===== src/rtl/vector_mem_port_arbiter.sv =====
// Shares one memory port between the vector memory unit (port 0) and the scalar load/store path (port 1).
// Counts in-flight reads so that each in-order response is returned to the requester that issued it.
module vector_mem_port_arbiter #(
    parameter int ADDR_WIDTH      = 32,
    parameter int DATA_WIDTH      = 32,
    parameter int MAX_OUTSTANDING = 4
) (
    input  logic                  clk,
    input  logic                  rst,
    input  logic                  v_valid_rd,
    input  logic                  v_valid_wr,
    input  logic [ADDR_WIDTH-1:0] v_address,
    input  logic [DATA_WIDTH-1:0] v_data_wr,
    input  logic                  v_op_done,
    output logic                  v_ready,
    output logic                  v_valid_o,
    output logic [DATA_WIDTH-1:0] v_data_o,
    input  logic                  s_valid_rd,
    input  logic                  s_valid_wr,
    input  logic [ADDR_WIDTH-1:0] s_address,
    input  logic [DATA_WIDTH-1:0] s_data_wr,
    output logic                  s_ready,
    output logic                  s_valid_o,
    output logic [DATA_WIDTH-1:0] s_data_o,
    output logic                  mem_valid_rd,
    output logic                  mem_valid_wr,
    output logic [ADDR_WIDTH-1:0] mem_address,
    output logic [DATA_WIDTH-1:0] mem_data_wr,
    input  logic                  mem_ready,
    input  logic                  mem_valid_o,
    input  logic [DATA_WIDTH-1:0] mem_data_o,
    output logic                  err_sticky
);
    localparam int CW = $clog2(MAX_OUTSTANDING + 1);
    localparam logic [CW-1:0] MAX_CNT = CW'(MAX_OUTSTANDING);
    localparam logic [CW-1:0] ONE     = CW'(1);
    localparam logic OWN_VEC = 1'b0;
    localparam logic OWN_SCA = 1'b1;

    typedef enum logic [1:0] {IDLE, VEC, SCA, DRAIN} state_t;

    state_t        state_q, state_d;
    logic          owner_q, owner_d;
    logic          last_grant_q, last_grant_d;
    logic [CW-1:0] outstanding_q, outstanding_d;
    logic          err_q, err_d;

    logic                  activeState, respValid, fwdEn;
    logic                  selRd, selWr, acceptRd, acceptAny, reqV, reqS;
    logic [ADDR_WIDTH-1:0] selAddr;
    logic [DATA_WIDTH-1:0] selData;

    // A response arriving while full frees a slot in the same cycle, so a new read may go out with it.
    assign activeState = (state_q == VEC) || (state_q == SCA);
    assign respValid   = mem_valid_o && (outstanding_q != '0);
    assign fwdEn       = activeState && ((outstanding_q < MAX_CNT) || respValid);

    assign selRd   = (owner_q == OWN_SCA) ? s_valid_rd : v_valid_rd;
    assign selWr   = (owner_q == OWN_SCA) ? s_valid_wr : v_valid_wr;
    assign selAddr = (owner_q == OWN_SCA) ? s_address  : v_address;
    assign selData = (owner_q == OWN_SCA) ? s_data_wr  : v_data_wr;

    assign mem_valid_rd = fwdEn & selRd;
    assign mem_valid_wr = fwdEn & selWr & ~selRd;
    assign mem_address  = (state_q == IDLE) ? '0 : selAddr;
    assign mem_data_wr  = (state_q == IDLE) ? '0 : selData;

    assign v_ready = mem_ready & fwdEn & (owner_q == OWN_VEC);
    assign s_ready = mem_ready & fwdEn & (owner_q == OWN_SCA);

    assign acceptRd  = mem_valid_rd & mem_ready;
    assign acceptAny = acceptRd | (mem_valid_wr & mem_ready);

    assign v_valid_o  = respValid & (owner_q == OWN_VEC);
    assign s_valid_o  = respValid & (owner_q == OWN_SCA);
    assign v_data_o   = v_valid_o ? mem_data_o : '0;
    assign s_data_o   = s_valid_o ? mem_data_o : '0;
    assign err_sticky = err_q;

    assign reqV = v_valid_rd | v_valid_wr;
    assign reqS = s_valid_rd | s_valid_wr;

    always_comb begin
        state_d       = state_q;
        owner_d       = owner_q;
        last_grant_d  = last_grant_q;
        outstanding_d = outstanding_q;
        err_d         = err_q | (mem_valid_o && (outstanding_q == '0)) | (fwdEn && selRd && selWr);

        if (acceptRd && !respValid) begin
            outstanding_d = outstanding_q + ONE;
        end else if (!acceptRd && respValid) begin
            outstanding_d = outstanding_q - ONE;
        end

        case (state_q)
            IDLE: begin
                if (reqV && (!reqS || last_grant_q == OWN_SCA)) begin
                    state_d      = VEC;
                    owner_d      = OWN_VEC;
                    last_grant_d = OWN_VEC;
                end else if (reqS) begin
                    state_d      = SCA;
                    owner_d      = OWN_SCA;
                    last_grant_d = OWN_SCA;
                end
            end
            VEC: begin
                if (v_op_done) begin
                    state_d = (outstanding_d == '0) ? IDLE : DRAIN;
                end
            end
            SCA: begin
                if (acceptAny) begin
                    state_d = acceptRd ? DRAIN : IDLE;
                end
            end
            DRAIN: begin
                if (outstanding_d == '0) begin
                    state_d = IDLE;
                end
            end
            default: state_d = IDLE;
        endcase
    end

    always_ff @(posedge clk or posedge rst) begin
        if (rst) begin
            state_q       <= IDLE;
            owner_q       <= OWN_VEC;
            last_grant_q  <= OWN_SCA;
            outstanding_q <= '0;
            err_q         <= 1'b0;
        end else begin
            state_q       <= state_d;
            owner_q       <= owner_d;
            last_grant_q  <= last_grant_d;
            outstanding_q <= outstanding_d;
            err_q         <= err_d;
        end
    end
endmodule


===== config.mk =====
export PLATFORM = sky130hd
export DESIGN_NAME = vector_mem_port_arbiter
export DESIGN_NICKNAME = d
export VERILOG_FILES = /design/src/rtl/vector_mem_port_arbiter.sv
export SDC_FILE = /design/constraint.sdc
export NUM_CORES = 1
export LEC_CHECK = 0
export CORE_AREA = 2 2 118 120
export CTS_BUF_LIST = sky130_fd_sc_hd__clkbuf_4 sky130_fd_sc_hd__clkbuf_8 sky130_fd_sc_hd__clkbuf_16
export DETAILED_ROUTE_END_ITERATION = 16
export DIE_AREA = 0 0 120 122
export PLACE_DENSITY = 0.69
export SLEW_MARGIN = 10
export SYNTH_ARGS = -nofsm -noshare
export SYNTH_HDL_FRONTEND = slang
export SYNTH_SLANG_ARGS = --single-unit

===== constraint.sdc =====
create_clock -name clk -period 3 [get_ports clk]
set_clock_uncertainty 0.15 [all_clocks]
set_input_delay 0.3 -clock clk [delete_from_list [all_inputs] [get_ports clk]]
set_output_delay 0.3 -clock clk [all_outputs]
set_load 0.01 [all_outputs]

### Word level (Yosys, flattened, before mapping)

Index checks and enable logic that the tools add are counted.

| storage, ports and cells | value |
|---|---|
| input bits | 169 |
| bits in registers | 8 |
| logic and storage cells | 73 |

| cells by class | value |
|---|---|
| $lt $le $gt $ge | 1 |
| add/subtract/negate cells | 2 |
| reductions and logical operators | 21 |
| equality and inequality tests | 7 |
| multiplexer cells | 20 |
| bitwise logic cells | 17 |

Operators by type and width:

| cell | count |
|---|---|
| $mux 32 | 6 |
| $mux 2 | 7 |
| $and 1x1->1 | 10 |
| $logic_and 1x1->1 | 8 |
| $pmux 2 s4 | 1 |
| $logic_not 3->1 | 2 |
| $mux 3 | 2 |
| $ne 2x2->1 const B | 3 |
| $or 1x1->1 | 5 |
| $eq 2x2->1 const B | 2 |
| $mux 1 | 4 |
| $reduce_and 4->1 | 1 |
| $add 3x1->3 const B | 1 |
| $logic_not 1->1 | 3 |
| $logic_or 1x1->1 | 3 |
| $lt 3x3->1 const B | 1 |
| $ne 3x2->1 const B | 1 |
| $reduce_bool 3->1 | 1 |
| $sub 3x1->3 const B | 1 |
| $eq 2x1->1 const B | 1 |
| $logic_not 2->1 | 1 |
| $not 1->1 | 2 |
| $reduce_and 2->1 | 1 |
| $reduce_bool 2->1 | 1 |

### Logic depth before layout (Yosys ltp)

Gate-level depths: netlist of the first run.

| logic depth | value |
|---|---|
| depth in word-level cells | 14 |
| gate-level depth with buffers | 8 |
| mapped depth without buffers | 8 |

### Worst setup path after synthesis of the first run

No wires, ideal clock.

| path | value |
|---|---|
| kind | reg-to-reg |
| start point | register outstanding_q[0] |
| end point | register state_q[0] |
| cell stages (with the launch flop) | 9 |
| slack | 0.593 ns |
| arrival time | 2.175 ns |
| library setup time | 0.082 ns |
| clock period less this slack | 2.407 ns |
| path buffers | 0 |
| cell sequence | dfrtp_1 inv_1 ha_1 nor2b_1 o2111a_2 nor4_1 nor3_1 or4b_1 o22ai_1 |

| on the way | value |
|---|---|
| cells in the longest elaborated chain, start to end | 14 |
| elaborated cells between the ends (all ways) | 28 |
| those cells by class | add/sub (2); order compare (1); eq/ne (2); mux (7); bitwise (6); reduce/logical (10) |

RTL lines:

| item | line | source |
|---|---|---|
| start, declared | 45 | `logic [CW-1:0] outstanding_q, outstanding_d;` |
| start signal, assigned | 138 | `outstanding_q <= outstanding_d;` |
| parallel branches: the longest is 14 deep, another holds $lt 3x3->1 | -- |  |
| end signal, assigned | 135 | `state_q <= state_d;` |
| end, declared | 42 | `state_t state_q, state_d;` |

Several ways; the timed one is not identified. The select of a mux whose other input is x is not followed.
A chain may end at the register's enable or synchronous reset.

### Final worst setup path of the first run

| path | value |
|---|---|
| start point | register outstanding_q[0] |
| end point | output port v_data_o[5] |

| on the way | value |
|---|---|
| cells in the longest elaborated chain, start to end | 4 |

RTL lines:

| item | line | source |
|---|---|---|
| $reduce_bool 3->1 | 55 | `assign respValid = mem_valid_o && (outstanding_q != '0);` |
| $logic_and 1x1->1 | 55 |  |
| $and 1x1->1 | 74 | `assign v_valid_o = respValid & (owner_q == OWN_VEC);` |
| $mux 32 | 76 | `assign v_data_o = v_valid_o ? mem_data_o : '0;` |
| end, declared | 17 | `output logic [DATA_WIDTH-1:0] v_data_o,` |

Every way passes these cells.

==> results of run 1 <==
-- logic make-up (layout without fill, tap and decap cells) --
family | Yosys count | after routing
adders and majority gates | 7 | 7
and+or+nand+nor | 163 | 163
AOI/OAI and AO/OA | 19 | 19
muxes | 69 | 69
buffers and inverters | 30 | 322
DFF | 8 | 8
xor gates and xnor gates | 2 | 2
-- where the power goes --
group          leakage [uW]  total, uW  switching (uW)  internal, uW
Clock             0.0000416        245            58.7           187
Combinational       0.00210       3430            1540          1890
Sequential        0.0000904        284             113           171
Total               0.00223       3960            1710          2250
-- Yosys cell counts --
cell      count  area, sq um
a211o_1       1         8.76
a211oi_4      1         20.0
a21o_1        1         7.51
a21oi_1       3         15.0
a22o_1        1         8.76
a22o_4        1         17.5
and2_1       66          413
and3_1        2         12.5
and3_2        1         7.51
buf_1         6         22.5
buf_2         1         5.00
clkbuf_1     15         56.3
dfrtp_1       7          175
dfstp_2       1         26.3
ha_1          7         87.6
inv_1         7         26.3
inv_2         1         3.75
mux2_4        1         15.0
mux2i_1      68          681
nand2_1       6         22.5
nand2b_1      3         18.8
nand3_1       1         5.00
nand3b_1      1         7.51
nand4_1       1         6.26
nor2_1       73          274
nor2b_1       2         12.5
nor3_1        4         20.0
nor4_1        1         6.26
o2111a_2      1         12.5
o21ai_0       4         20.0
o22ai_1       2         12.5
o311ai_0      1         8.76
o31ai_1       3         22.5
or4_1         1         7.51
or4b_1        1         10.0
xnor2_1       1         8.76
xor2_1        1         8.76
-- layout make-up --
| class | instances | area (sq um) |
|---|---|---|
| clock buffers | 4 | 82.6 |
| flip-flops and latches | 8 | 205 |
| repair buffers | 310 | 3090 |
| fillers | 1342 | 8090 |
| multi-input cells | 260 | 1790 |
| well taps | 180 | 225 |
| inverters | 8 | 30.0 |
-- path summary, 6_finish.rpt --
check	end	cells past startpoint
max in group asynchronous	last_grant_q	2
max	v_data_o[5]	7
min in group clk	err_sticky	2
min	state_q[0]	2
max reg2reg	state_q[0]	8
min reg2reg	err_sticky	2
-- registers in the layout, indices dropped and copies added, names as in the netlist --
signal and count:
err_sticky 1, state_q 2, owner_q 1, last_grant_q 1, outstanding_q 3
-- placed cells by master, fill, tap and decap left out, types with 2 or more instances in the layout --
cell	count
mux2i_1	68
clkdlybuf4s50_1	303
o31ai_1	3
dfrtp_1	6
nor2_1	73
nor2b_1	2
a21oi_1	3
clkbuf_16	3
o22ai_1	2
ha_1	6
and3_1	2
inv_1	7
o21ai_0	4
and2_1	66
nor3_1	3
nand2b_1	3
nand2_1	6
buf_4	7
-- through the flow --
stage / setup slack [ps] / utilization, %
after floorplan: 593 / -
after global placement: 305 / 39.5
after detailed placement: 266 / 39.5
after CTS: 158 / 40.1
after global routing: 57.2 / 40.1
final: 171 / 40.1
-- metal layers --
metal,up-vias,share of wire [%]
li1,1582,-
met1,1432,39
met2,189,50
met3,4,9.3
met4,0,0.79
met5,-,0
-- worst max-delay path, stage by stage, from the launching register on --
cell,delay (ps)
dfrtp_1,420
inv_1,110
ha_1,220
nor2b_1,200
nor3_2,150
buf_4,290
and2_1,190
clkdlybuf4s50_1,570
==> impl_metrics.py, run 1 <==
metrics = {
    "yosys": {
        "synth_fa_ha_area_share_pct": 4.18,
        "ys_types": 37,
        "syn_nets": 474,
        "synth_top_family_by_area": "simple AND/OR/NAND/NOR gates",
        "yosys.area_share.simple_pct": 39.3,
        "ys_warn_count": 0,
        "syn_area_sq_mm": 0.00209,
        "ys_ff_latch": 8,
        "synthMuxAreaShare_pct": 33.2,
        "synth-xor-area-share_pct": 0.837,
        "synth_cells": 298,
        "synth_area_per_cell_sq_um": 7.02,
        "synth_compound_area_share_pct": 7.35,
        "ys_seq_area_share_pct": 9.62,
    },
    "timing": {
        "min_period_ps": 2830,
        "max_freq_mhz": 353,
        "setup_tns_ps": 0,
        "final-max-slew-violation-count": 0,
        "finalSetupViolCount": 0,
        "worstMarginPinSlew_ps": 446,
        "max-slew-margin-rel_pct": 70.2,
        "whs_ps": 175,
        "finalHoldViolCount": 0,
        "fin_crit_sh_pct": 94.3,
        "rsz0062_at_grt": "false",
    },
    "outcome": {
        "outcome": "finished clean",
    },
    "global_route": {
        "grtUsageMet1_pct": 15.8,
        "grtUsageMet2_pct": 27.3,
        "track_usage_pct": 14.0,
        "first_global_vias": 3107,
        "grt_max_degree": 45,
        "top_usage_layer": "met2",
        "grtUsageMet3_pct": 3.23,
        "grt-ovfl-total": 0,
        "antenna_found_initial": 0,
        "grt_first_pass_wirelength_um": 16500,
    },
    "placed_design": {
        "io_buffers": 303,
        "dpl_cell_area_sq_mm": 0.00533,
        "dp.cells": 766,
        "place_hpwl_um": 9560,
        "place.gp.congestion": 0.880,
    },
    "cts": {
        "cts_buffer_depth": 2,
        "insertion_delay_ps": 240,
        "numCtsBuffers": 3,
        "clkTransAtPathRegs_ps": 40,
        "cts_resized": 0,
        "clock_sinks": 8,
        "ctsHtreeMaxLevel": 1,
        "post_cts_buffers": 0,
        "cts-root-buf": "clkbuf_16",
        "hold_buffers": 0,
        "cts_tree": "yes",
    },
    "critical_path": {
        "end_kind": "output pin",
        "worst-path-max-fanout": 32,
        "reg2reg_slack_ps": 320,
        "crit_path_start": "outstanding_q[0]",
        "cp-start-kind": "flop",
        "r2r_start": "state_q[0]",
        "critPathKind": "flop to output pin",
        "crit_required_ps": 2550,
        "crit_arrival_ps": 2380,
    },
    "pwr": {
        "pwr_density_cell_mw_per_mm2": 731,
        "ir_worst_vdd_mv": 0.370,
        "power.total_uw": 3960,
        "power_leakage_uw": 0.00223,
    },
    "worst_hold_path": {
        "hold_path.class": "input port to async pin",
    },
    "floorplan": {
        "ios": 304,
        "start_util_pct": 15.5,
        "coreArea_sq_mm": 0.0135,
        "dieWidth_um": 120,
        "die_h_um": 122,
        "fp-row-count": 43,
        "die_area_sq_mm": 0.0146,
    },
    "drt": {
        "drc": 0,
        "avgViaCountPerCell": 4.16,
        "wl_um": 11300,
        "dr.pass1.iters": 4,
        "drt_iter0_drc": 114,
        "routedWlPerCell_um": 14.6,
        "ant_nets": 0,
        "num_vias": 3207,
    },
    "run": {
        "maxCapViolCount": 0,
    },
    "layout": {
        "antennaDiodeCount": 0,
        "area_growth_pct": 159,
        "nets": 767,
        "final_cells": 770,
        "design_area_sq_mm": 0.00541,
        "drive_gt1_share_pct": 3.56,
    },
}
Note: power is estimated with default switching activity, not from simulation.
==> run 2, diff against run 1 <==
Settings changed: SLEW_MARGIN 10 to not set.
==> results of run 2 <==
Same layout as run 1: the final DEF is identical, and so are final timing and power.
